`src/rtl/riscv_opcodes_pkg.sv`:
```
// Shared RISC-V opcode definitions: register index type and load funct3 encodings.
package riscv_opcodes_pkg;

    typedef logic [4:0] rsd_t;

    localparam logic [2:0] LB  = 3'b000;
    localparam logic [2:0] LH  = 3'b001;
    localparam logic [2:0] LW  = 3'b010;
    localparam logic [2:0] LD  = 3'b011;
    localparam logic [2:0] LBU = 3'b100;
    localparam logic [2:0] LHU = 3'b101;
    localparam logic [2:0] LWU = 3'b110;

endpackage

```
`src/rtl/riscv_ld_align.sv`:
```
// Load data alignment: picks the addressed byte/half/word/double out of the
// XLEN-aligned bus word and sign- or zero-extends it to XLEN.
module riscv_ld_align
    import riscv_opcodes_pkg::*;
#(
    parameter int XLEN = 32
) (
    input  logic [2:0]      func3_i,
    input  logic [2:0]      lsb_i,
    input  logic [XLEN-1:0] q_i,
    output logic [XLEN-1:0] d_o
);

    logic [2:0]        off;
    logic [XLEN-1:0]   sh;
    logic signed [7:0]  b_s;
    logic signed [15:0] h_s;
    logic signed [31:0] w_s;

    always_comb begin
        // Bit 2 of the offset only selects a word lane on a 64-bit bus.
        off = (XLEN == 64) ? lsb_i : {1'b0, lsb_i[1:0]};
        sh  = q_i >> {off, 3'b000};
        b_s = sh[7:0];
        h_s = sh[15:0];
        w_s = sh[31:0];
        case (func3_i)
            LB:      d_o = XLEN'(b_s);
            LH:      d_o = XLEN'(h_s);
            LW:      d_o = XLEN'(w_s);
            LBU:     d_o = XLEN'(sh[7:0]);
            LHU:     d_o = XLEN'(sh[15:0]);
            LWU:     d_o = (XLEN == 64) ? XLEN'(sh[31:0]) : '0;
            LD:      d_o = (XLEN == 64) ? sh : '0;
            default: d_o = '0;
        endcase
    end

endmodule

```
`src/rtl/riscv_wb.sv`:
```
// Write-back stage: registers ALU/CSR or aligned load results onto the RF
// write port and stalls upstream while a load response is outstanding.
module riscv_wb
    import riscv_opcodes_pkg::*;
#(
    parameter int XLEN = 32
) (
    input  logic            clk_i,
    input  logic            rst_ni,
    input  logic            mem_valid_i,
    input  rsd_t            mem_rd_i,
    input  logic [XLEN-1:0] mem_r_i,
    input  logic            mem_is_load_i,
    input  logic [2:0]      mem_ld_func3_i,
    input  logic [2:0]      mem_adr_lsb_i,
    input  logic            mem_exception_i,
    input  logic            dmem_ack_i,
    input  logic            dmem_err_i,
    input  logic [XLEN-1:0] dmem_q_i,
    output logic            wb_stall_o,
    output logic            wb_exception_o,
    output rsd_t            rf_dst_o,
    output logic [XLEN-1:0] rf_dst_d_o,
    output logic            rf_we_o
);

    typedef enum logic {S_IDLE, S_WAIT} state_e;

    state_e          state_q, state_d;
    rsd_t            ld_rd_q, ld_rd_d;
    logic [2:0]      ld_f3_q, ld_f3_d;
    logic [2:0]      ld_lsb_q, ld_lsb_d;
    logic            we_q, we_d;
    logic            exc_q, exc_d;
    rsd_t            dst_q, dst_d;
    logic [XLEN-1:0] data_q, data_d;

    logic [2:0]      al_f3;
    logic [2:0]      al_lsb;
    logic [XLEN-1:0] al_data;

    // While waiting, alignment must use the captured load attributes.
    assign al_f3  = (state_q == S_WAIT) ? ld_f3_q  : mem_ld_func3_i;
    assign al_lsb = (state_q == S_WAIT) ? ld_lsb_q : mem_adr_lsb_i;

    riscv_ld_align #(.XLEN(XLEN)) u_align (
        .func3_i (al_f3),
        .lsb_i   (al_lsb),
        .q_i     (dmem_q_i),
        .d_o     (al_data)
    );

    assign wb_stall_o = rst_ni & ((state_q == S_WAIT) |
                        (mem_valid_i & mem_is_load_i & ~mem_exception_i &
                         ~dmem_ack_i & ~dmem_err_i));

    always_comb begin
        state_d  = state_q;
        ld_rd_d  = ld_rd_q;
        ld_f3_d  = ld_f3_q;
        ld_lsb_d = ld_lsb_q;
        we_d     = 1'b0;
        exc_d    = 1'b0;
        dst_d    = dst_q;
        data_d   = data_q;
        case (state_q)
            S_IDLE: begin
                if (mem_valid_i) begin
                    if (mem_exception_i) begin
                        exc_d = 1'b1;
                    end else if (!mem_is_load_i) begin
                        we_d   = (mem_rd_i != '0);
                        dst_d  = mem_rd_i;
                        data_d = mem_r_i;
                    end else if (dmem_err_i) begin
                        exc_d = 1'b1;
                    end else if (dmem_ack_i) begin
                        we_d   = (mem_rd_i != '0);
                        dst_d  = mem_rd_i;
                        data_d = al_data;
                    end else begin
                        ld_rd_d  = mem_rd_i;
                        ld_f3_d  = mem_ld_func3_i;
                        ld_lsb_d = mem_adr_lsb_i;
                        state_d  = S_WAIT;
                    end
                end
            end
            S_WAIT: begin
                // A bus error overrides a simultaneous ack.
                if (dmem_err_i) begin
                    exc_d   = 1'b1;
                    state_d = S_IDLE;
                end else if (dmem_ack_i) begin
                    we_d    = (ld_rd_q != '0);
                    dst_d   = ld_rd_q;
                    data_d  = al_data;
                    state_d = S_IDLE;
                end
            end
            default: state_d = S_IDLE;
        endcase
    end

    always_ff @(posedge clk_i or negedge rst_ni) begin
        if (!rst_ni) begin
            state_q  <= S_IDLE;
            ld_rd_q  <= '0;
            ld_f3_q  <= '0;
            ld_lsb_q <= '0;
            we_q     <= 1'b0;
            exc_q    <= 1'b0;
            dst_q    <= '0;
            data_q   <= '0;
        end else begin
            state_q  <= state_d;
            ld_rd_q  <= ld_rd_d;
            ld_f3_q  <= ld_f3_d;
            ld_lsb_q <= ld_lsb_d;
            we_q     <= we_d;
            exc_q    <= exc_d;
            dst_q    <= dst_d;
            data_q   <= data_d;
        end
    end

    assign rf_we_o        = we_q;
    assign wb_exception_o = exc_q;
    assign rf_dst_o       = dst_q;
    assign rf_dst_d_o     = data_q;

endmodule

```
`config.mk`:
```
export PLATFORM = sky130hd
export DESIGN_NAME = riscv_wb
export DESIGN_NICKNAME = d
export VERILOG_FILES = /design/src/rtl/riscv_opcodes_pkg.sv /design/src/rtl/riscv_ld_align.sv /design/src/rtl/riscv_wb.sv
export SDC_FILE = /design/constraint.sdc
export NUM_CORES = 1
export LEC_CHECK = 0
export CAP_MARGIN = 20
export CORE_ASPECT_RATIO = 1.5
export CORE_MARGIN = 3
export CORE_UTILIZATION = 50
export CTS_BUF_LIST = sky130_fd_sc_hd__clkbuf_4 sky130_fd_sc_hd__clkbuf_8
export DETAILED_ROUTE_END_ITERATION = 10
export DONT_BUFFER_PORTS = 1
export GPL_ROUTABILITY_DRIVEN = 0
export PLACE_DENSITY = 0.62
export SYNTH_ARGS = -nofsm -noshare
export SYNTH_HDL_FRONTEND = slang
export SYNTH_SLANG_ARGS = --single-unit
```
`constraint.sdc`:
```
create_clock -name clk_i -period 2.1 [get_ports clk_i]
set_input_delay 0.315 -clock clk_i [delete_from_list [all_inputs] [get_ports clk_i]]
set_output_delay 0.315 -clock clk_i [all_outputs]
set_load 0.01 [all_outputs]
```
==> run summary, run 1 <==
status: finished, final reports clean
met2 wire length: 4600 um
sequential share of power: 51.7%
final core utilization: 57.7%
vias in the first global route: 2795
Worst Hold Class: in2reg
CP startpoint: state_q
WL per Instance: 22.5 um
CTS tree: built
post-route minimum period: 1.94 ns
leading area contributor after synthesis: dfrtp_1
largest net degree at the start of global routing: 51
die area: 7470 sq um
power share of the clock group: 28.0%
Internal Power: 1.80 mW
Reg2Reg Setup Slack: 0.16 ns
met1 wire length: 3480 um
critical path startpoint category: flop
num rows: 35
Synth Flop Type: dfrtp_1
sw frac: 31.8%
unrepaired setup endpoints after global routing: false
Hold Path Stages: 1
Hold Path End: state_q
syn_nets: 409
routed wire length: 9260 um
CTS H-tree depth: 2
DR top layer: met4
P_leak: 1.46 nW
CTS buffer count: 5
final worst path period share: 92.4%
clk sinks: 50
Synth top area share: 38.8%
final hold vios: 0
R2R Path Start: state_q
number of enable flip-flop cells after synthesis: 0
number of vias per cell: 6.64
Hold Startpoint: dmem_err_i
Slew HR: 71.1%
most frequent cell after synthesis: dfrtp_1
Critical Path Fanout Max: 26
critical setup path kind: reg2reg
Longest Clk Path Bufs: 2
largest delay contributor family on the critical path: compound AO/OA/AOI/OAI gates
Worst R2R End: rf_dst_d_o[15]
Critical path buffers and inverters: 2
diodes inserted: 0
layout cells sized above 1: 19.8%
Root Driver: clkbuf_8
clk_skew: 0.0157 ns
Comb pwr share: 20.3%
Max Fclk: 0.515 GHz
Ys Warns: 0
Die W: 71.6 um
global route overflow: 0
Initial Utilization: 51.9%
DRC viols: 0
slowest stage delay, CP: 0.48 ns
sequential cell area fraction in the yosys report: 38.8%
Die H: 104 um
largest cells by area after synthesis: dfrtp_1, mux2i_1, nand2_1
Syn-to-layout area delta: 11.2%
Slew Viols, Final: 0
I/O Pins: 122
Port Buffers: 0
Worst VDD drop: 0.528 mV
DRT iter0 DRCs: 250
Async SR Flop Fraction: 100%
critical path's slowest cell: dfrtp_2
Final nets: 419
DR vias: 2734
crit-path cells: buf_6 > nand2b_1 > o221ai_4 > a211oi_4 > buf_12 > a222oi_1 > nand2_1
WP data arrival: 2.13 ns
count of state elements after synthesis: 50
metal3 WL: 931 um
gr usage total: 24.9%
critical path required time: 2.29 ns
clock-pin transition on the worst setup and hold timing paths: 0.10 ns
switching pwr: 0.837 mW
max-cap viol count: 0
Total Power: 2.63 mW
drt pass-1 iters: 7
Final setup violation count: 0
Syn Inst Count: 327
Worst R2R Path Depth: 7
Netlist Area Pre-Place: 3230 sq um
Worst Tran Pin Value: 0.434 ns
antenna viol nets, final: 0
Power Density: 734 nW/um^2
Post-synth top cells: dfrtp_1, nand2_1, mux2i_1
synth unique cells: 53
core footprint: 6220 sq um
clk_lat worst skew: 0.31 ns
CP endpoint kind: flop
syn_area_per_cell: 9.86 sq um
Post-DP HPWL: 6760 um
first-pass GRT wire length: 14700 um
antenna violations before repair: 0
[layer usage]
layer / global-route usage [%] / vias up
met5: 0 / -
met4: 8.74 / 0
met3: 7.74 / 16
met2: 40.9 / 131
met1: 30.4 / 1304
li1: - / 1283
[cell usage in the layout (no fill, tap or decap), drive strengths merged, types with 2 or more instances in the layout]
cell / Yosys / layout
nand2b: 4 / 4
mux2: 10 / 10
mux2i: 28 / 28
nand2: 46 / 46
buf: 17 / 25
nor3b: 3 / 3
a22oi: 8 / 8
nor2b: 4 / 4
o22ai: 2 / 2
nor2: 17 / 17
o211ai: 10 / 10
o21ai: 28 / 28
clkbuf: 6 / 6
a21oi: 8 / 8
a211oi: 4 / 4
a222oi: 16 / 16
and2: 2 / 2
o2bb2ai: 8 / 8
nor4: 2 / 2
nor4b: 2 / 2
inv: 4 / 5
o2111ai: 8 / 8
or4: 2 / 2
a221oi: 7 / 7
or2: 3 / 3
nor3: 19 / 19
dfrtp: 50 / 50
[state kept, by name (all words and copies together) (netlist names)]
name            flops
ld_rd_q             5
ld_f3_q             3
rf_we_o             1
ld_lsb_q            2
state_q             1
rf_dst_o            5
rf_dst_d_o         32
wb_exception_o      1
[how the worst max path moves through the flow]
stage                endpoint  slack, ns  cells past startpoint
5_1_grt         rf_dst_d_o[3]      0.007                      6
3_3_place_gp   rf_dst_d_o[27]      -0.14                      6
4_1_cts        rf_dst_d_o[12]       0.02                      6
2_1_floorplan  rf_dst_d_o[12]       0.28                      7
6_report       rf_dst_d_o[15]       0.16                      7
3_5_place_dp   rf_dst_d_o[31]      -0.19                      6
[cell families after synthesis]
logic type,synth area share (%)
simple gates,16.8
mux,13.1
buf+inv,5.12
compound gates,26.2
flops,38.8
[cell type report]
cell class / instances / area, sq um
clock buffers: 6 / 82.6
clock inverters: 2 / 38.8
fillers: 564 / 2630
inverters: 4 / 15.0
multi-input cells: 250 / 1830
flip-flops and latches: 50 / 1250
well taps: 74 / 92.6
repair buffers: 26 / 272
[power by group through the flow]
stage,Combinational (mW),Clock [mW],Sequential [mW]
floorplan,0.415,0,1.33
global placement,0.490,0,1.38
detailed placement,0.501,0,1.38
CTS,0.537,0.757,1.36
global route,0.603,0.785,1.38
finish,0.536,0.737,1.36
[stage by stage]
stage | setup TNS, ns | hold slack [ns] | cell area (sq um) | worst slack, ns | cells
2_1_floorplan | 0 | 0.0194 | 3230 | 0.279 | 327
5_1_grt | 0 | 0.0712 | 3590 | 0.00691 | 412
6_report | 0 | 0.0895 | 3590 | 0.159 | 412
4_1_cts | 0 | 0.0800 | 3580 | 0.0205 | 412
3_3_place_gp | -1.99 | 0.0206 | 3370 | -0.143 | 399
3_5_place_dp | -2.82 | 0.0208 | 3370 | -0.194 | 399
[worst reg2reg max path, cell delays in order, from the launching register on]
cell	delay, ns
dfrtp_2	0.48
buf_6	0.21
nand2b_1	0.21
o221ai_4	0.31
a211oi_4	0.07
buf_12	0.15
a222oi_1	0.30
nand2_1	0.08
[repair_timing]
item | in CTS | in global routing
endpoints found under the setup margin | 24 | 30
buffers inserted | 3 | 0
hold buffers | 2 | 0
pin swaps | 2 | 0
gates resized for setup | 3 | 4
hold endpoints to repair | 50 | 0
Note: power is estimated with default switching activity, not from simulation.
==> inputs of run 2 (changes only) <==
--- a/config.mk
+++ b/config.mk
@@ -5,7 +5,6 @@
 export SDC_FILE = /design/constraint.sdc
 export NUM_CORES = 1
 export LEC_CHECK = 0
-export CAP_MARGIN = 20
 export CORE_ASPECT_RATIO = 1.5
 export CORE_MARGIN = 3
 export CORE_UTILIZATION = 50
==> constraint.sdc (replaced) <==
create_clock -name clk_i -period 1.9 [get_ports clk_i]
set_input_delay 0.285 -clock clk_i [delete_from_list [all_inputs] [get_ports clk_i]]
set_output_delay 0.285 -clock clk_i [all_outputs]
set_load 0.01 [all_outputs]
==> run summary, run 2 (same netlist as run 1, synthesis figures left out) <==
status: finished, violations left
violated checks: negative setup slack
antenna violations before repair: 1
largest delay contributor family on the critical path: multiplexers
Final nets: 439
crit-path cells: mux2i_4 > buf_12 > buf_4 > mux2i_1 > mux2i_1 > a221oi_1 > nor3_1
Critical Path Fanout Max: 16
I/O Pins: 122
slowest stage delay, CP: 0.49 ns
Worst VDD drop: 0.678 mV
Post-DP HPWL: 7040 um
Worst R2R End: rf_dst_d_o[3]
Stages on worst setup path: 7
Worst Hold Class: in2reg
die area: 7470 sq um
drt pass-1 iters: 8
first-pass GRT wire length: 15200 um
critical setup path kind: reg2reg
Slew Viols, Final: 0
CTS H-tree depth: 2
layout cells sized above 1: 27.9%
Power Density: 778 nW/um^2
Worst R2R Path Depth: 7
CTS tree: built
post-route setup TNS: -0.121 ns
Slew HR: 67.9%
critical path's slowest cell: dfrtp_2
number of vias per cell: 6.59
gr usage total: 25.6%
Worst Tran Pin Value: 0.474 ns
Initial Utilization: 51.9%
Root Driver: clkbuf_8
largest net degree at the start of global routing: 51
DRC viols: 0
critical path startpoint category: flop
unrepaired setup endpoints after global routing: true
WP data arrival: 2.13 ns
Most Frequent Cell on Critical Path: mux2i_1
final worst path period share: 102%
clk_skew: 0.0129 ns
post-route minimum period: 1.93 ns
clk_lat worst skew: 0.31 ns
core footprint: 6220 sq um
vias in the first global route: 2919
CP endpoint kind: flop
Syn-to-layout area delta: 19.7%
Longest Clk Path Bufs: 2
DR vias: 2855
antenna viol nets, final: 0
WL per Instance: 22.4 um
DRT iter0 DRCs: 303
global route overflow: 0
max-cap viol count: 0
Max Fclk: 0.518 GHz
clk sinks: 50
commonest non-fill, non-tap cell in the layout: dfrtp_1
filler cell count: 542
CTS buffer count: 5
routed wire length: 9720 um
final hold vios: 0
Critical path buffers and inverters: 2
Final setup violation count: 6
critical path required time: 2.10 ns
Die H: 104 um
Worst Setup EP: rf_dst_d_o[3]
num rows: 35
Die W: 71.6 um
Largest register FFs: 32
R2R Path Start: state_q
most frequent cells in the layout: dfrtp_1, nand2_1, buf_4, mux2i_1
Port Buffers: 0
clock-pin transition on the worst setup and hold timing paths: 0.10 ns
final setup margin: -0.0321 ns
CP startpoint: state_q
P_leak: 1.58 nW
Reg2Reg Setup Slack: -0.03 ns
final core utilization: 62.1%
## run 2: stage by stage
step	area (sq um)	setup slack [ns]	hold WS (ns)	power [mW]	std cells
global placement	3490	-0.274	-0.00931	2.10	412
CTS	3770	-0.0260	0.0457	3.00	429
floorplan	3230	0.0791	-0.0106	1.93	327
detailed placement	3490	-0.375	-0.00945	2.13	412
global route	3860	-0.113	0.0454	3.14	433
finish	3860	-0.0321	0.0460	3.01	433
## run 2: metal layers
| metal | vias to the layer above | track usage [%] | share of wire, % |
|---|---|---|---|
| met4 | 0 | 8.20 | 2.3 |
| met3 | 15 | 7.54 | 10 |
| met5 | - | 0 | 0 |
| met2 | 139 | 43.8 | 51 |
| li1 | 1319 | - | - |
| met1 | 1382 | 30.2 | 36 |
## run 2: repair_timing
item                                    CTS  global route
setup buffers                             7             3
pin swaps                                11             4
endpoints found under the setup margin   36            36
hold buffers                              2             0
hold endpoints to repair                 50             0
resized for setup                        17            13
## run 2: worst min-delay path by stage
stage | startpoint | to | slack, ns | depth (start not counted)
floorplan | rst_ni | ld_f3_q[0] | -0.01 | 0
global placement | rst_ni | rf_dst_d_o[25] | -0.009 | 0
detailed placement | rst_ni | rf_dst_d_o[26] | -0.009 | 0
CTS | dmem_err_i | state_q | 0.05 | 1
global route | dmem_err_i | state_q | 0.05 | 1
finish | dmem_err_i | state_q | 0.05 | 1
## run 2: final cells by class
cell class	count	area (sq um)	share of cell area, %
Clock buffer	6	82.6	2.14
Timing Repair Buffer	46	465	12.1
Clock inverter	2	38.8	1.00
Sequential cell	50	1250	32.4
Inverter	4	15.0	0.389
Antenna cell	1	2.50	0.0648
Multi-Input combinational cell	250	1910	49.5
Tap cell	74	92.6	2.40
## run 2: report_power, final
group | internal, mW | switching, mW | leakage, nW
clock network | 0.434 | 0.391 | 0.0618
registers | 1.26 | 0.245 | 0.616
logic | 0.347 | 0.331 | 0.902
## run 2: worst register-to-register path, stage by stage (launching register included)
cell	delay, ns
dfrtp_2	0.49
mux2i_4	0.33
buf_12	0.20
buf_4	0.14
mux2i_1	0.18
mux2i_1	0.11
a221oi_1	0.28
nor3_1	0.09
==> inputs of run 3 (changes only) <==
--- a/config.mk
+++ b/config.mk
@@ -5,6 +5,7 @@
 export SDC_FILE = /design/constraint.sdc
 export NUM_CORES = 1
 export LEC_CHECK = 0
+export ABC_AREA = 1
 export CORE_ASPECT_RATIO = 1.5
 export CORE_MARGIN = 3
 export CORE_UTILIZATION = 50
==> run summary, run 3 <==
status: finished, final reports clean
Ys Warns: 0
Synth Flop Type: dfrtp_1
Worst Tran Pin Value: 0.401 ns
Slew Viols, Final: 0
critical path startpoint category: flop
Post-DP HPWL: 8010 um
leading area contributor after synthesis: dfrtp_1
Die H: 113 um
Power Density: 703 nW/um^2
DR vias: 3748
Worst VDD drop: 0.511 mV
number of enable flip-flop cells after synthesis: 0
Root Driver: clkbuf_8
unrepaired setup endpoints after global routing: true
Largest register FFs: 32
adder-cell area share of the yosys netlist: 0%
synth unique cells: 32
Critical path buffers and inverters: 3
final instance area: 4130 sq um
core footprint: 7320 sq um
Worst R2R End: rf_dst_d_o[26]
Synth top area share: 32.8%
Netlist Area Pre-Place: 3810 sq um
max-cap viol count: 0
Port Buffers: 0
drt pass-1 iters: 4
clock-pin transition on the worst setup and hold timing paths: 0.10 ns
critical path required time: 2.17 ns
CP endpoint kind: flop
simple-gate share of the synthesized area: 43.0%
Reg2Reg Setup Slack: 0.11 ns
count of state elements after synthesis: 50
final worst path period share: 94.0%
hold_ws: 0.0209 ns
clk_skew: 0.0107 ns
Hold Path Stages: 1
I/O Pins: 122
Setup Slack @ Placement: -0.0784 ns
vias in the first global route: 3633
CTS buffer count: 5
Slew HR: 73.0%
largest cells by area after synthesis: dfrtp_1, nand2_1, nand3_1
R2R Path Start: state_q
main combinational cell family by area after synthesis: simple AND/OR/NAND/NOR gates
DP Area: 3900 sq um
antenna viol nets, final: 0
sequential cell area fraction in the yosys report: 32.8%
antenna violations before repair: 0
Syn Inst Count: 591
post-synthesis mux area share: 0.590%
post-route minimum period: 1.79 ns
clk sinks: 50
critical path's slowest cell: dfrtp_2
WP data arrival: 2.05 ns
gr usage total: 25.5%
Final setup violation count: 0
Async SR Flop Fraction: 100%
largest delay contributor family on the critical path: simple AND/OR/NAND/NOR gates
routed wire length: 11000 um
CTS tree: built
Syn-to-layout area delta: 8.20%
Longest Clk Path Bufs: 2
final hold vios: 0
layout cells sized above 1: 13.5%
first-pass GRT wire length: 17900 um
clk_lat worst skew: 0.32 ns
largest net degree at the start of global routing: 51
final setup margin: 0.114 ns
CTS H-tree depth: 2
die area: 8740 sq um
Final nets: 674
Initial Utilization: 52.1%
diodes inserted: 0
DRT iter0 DRCs: 200
WL per Instance: 16.0 um
Most Frequent Cell on Critical Path: nand2_1
most frequent cells in the layout: nand2_1, nand3_1, inv_1, dfrtp_1, o21ai_0
CP startpoint: state_q
slowest stage delay, CP: 0.46 ns
Critical Path Fanout Max: 12
Worst Hold Class: in2reg
Post-synth top cells: nand2_1, nand3_1, dfrtp_1
xor/xnor share of the synthesized area: 0%
number of vias per cell: 5.42
commonest non-fill, non-tap cell in the layout: nand2_1
P_leak: 2.27 nW
global route overflow: 0
most frequent cell after synthesis: nand2_1
syn_nets: 673
crit-path cells: buf_2 > buf_4 > nand2_4 > nand2_8 > inv_4 > nor2_4 > nand3_4 > nand3_2 > nand2_1 > nand2_1 > nand2_1 > nand2_1
syn_area_per_cell: 6.46 sq um
Die W: 77.3 um
Stages on worst setup path: 12
compound-cell area share of the yosys netlist: 13.0%
Worst R2R Path Depth: 12
Max Fclk: 0.560 GHz
Worst Setup EP: rf_dst_d_o[26]
Total Power: 2.90 mW
critical setup path kind: reg2reg
num rows: 38
DRC viols: 0
-- run 3: cell types whose count changed in the layout (fill, tap and decap cells not counted), moves of 16 or more --
cell      change
mux2i_1      -23
nand3_1      +51
a21oi_1      +26
a222oi_1     -16
inv_1        +45
nand2_1     +207
o21ai_0      +23
-- run 3: worst reg2reg max path: cells and delay by family (launching register included) --
family / cells / cell delay (ns)
buf+inv: 3 / 0.40
flops: 1 / 0.46
simple gates: 9 / 0.86
-- run 3: stage by stage --
step | std cells | setup TNS (ns) | util, %
floorplan | 591 | 0 | -
global placement | 676 | -0.452 | 53.2
detailed placement | 676 | -1.14 | 53.2
CTS | 685 | 0 | 55.0
global route | 692 | -0.0262 | 56.4
finish | 692 | 0 | 56.4
-- run 3: layout make-up --
class | count | area (sq um)
timing repair buffer | 27 | 251
fill | 763 | 3190
multi-input combinational | 456 | 2210
inverter | 52 | 200
sequential | 50 | 1250
clock buffer | 6 | 76.3
clock inverter | 1 | 7.51
tap | 100 | 125
-- run 3: how the worst min path moves through the flow --
stage	slack [ns]	endpoint	start
after floorplan	-0.01	ld_f3_q[0]	rst_ni
after global placement	-0.009	rf_dst_d_o[3]	rst_ni
after detailed placement	-0.009	rf_dst_d_o[3]	rst_ni
after CTS	0.01	state_q	dmem_ack_i
after global routing	0.009	state_q	dmem_ack_i
final	0.02	state_q	dmem_ack_i
-- run 3: power breakdown --
part | leakage, nW | internal (mW) | switching (mW)
clock network | 0.0407 | 0.268 | 0.376
logic | 1.61 | 0.295 | 0.459
registers | 0.615 | 1.26 | 0.245
total | 2.27 | 1.82 | 1.08
-- run 3: logic make-up after synthesis --
logic type | after synthesis
buffers and inverters | 87
AOI/OAI and AO/OA | 90
muxes | 2
and+or+nand+nor | 362
DFF | 50
-- run 3: metal layers --
metal	wire (um)	vias to the layer above	global-route usage, %
met2	5740	117	45.7
li1	-	1889	-
met5	0	-	0
met3	666	29	5.97
met4	439	0	12.0
met1	4190	1713	28.2
-- run 3: timing repair --
action	4_1_cts	5_1_grt
gates cloned	0	2
setup endpoints to repair	31	31
setup buffers	0	5
hold buffers	2	0
endpoints found under the hold margin	50	0
pin swaps	0	4
gates resized for setup	2	7
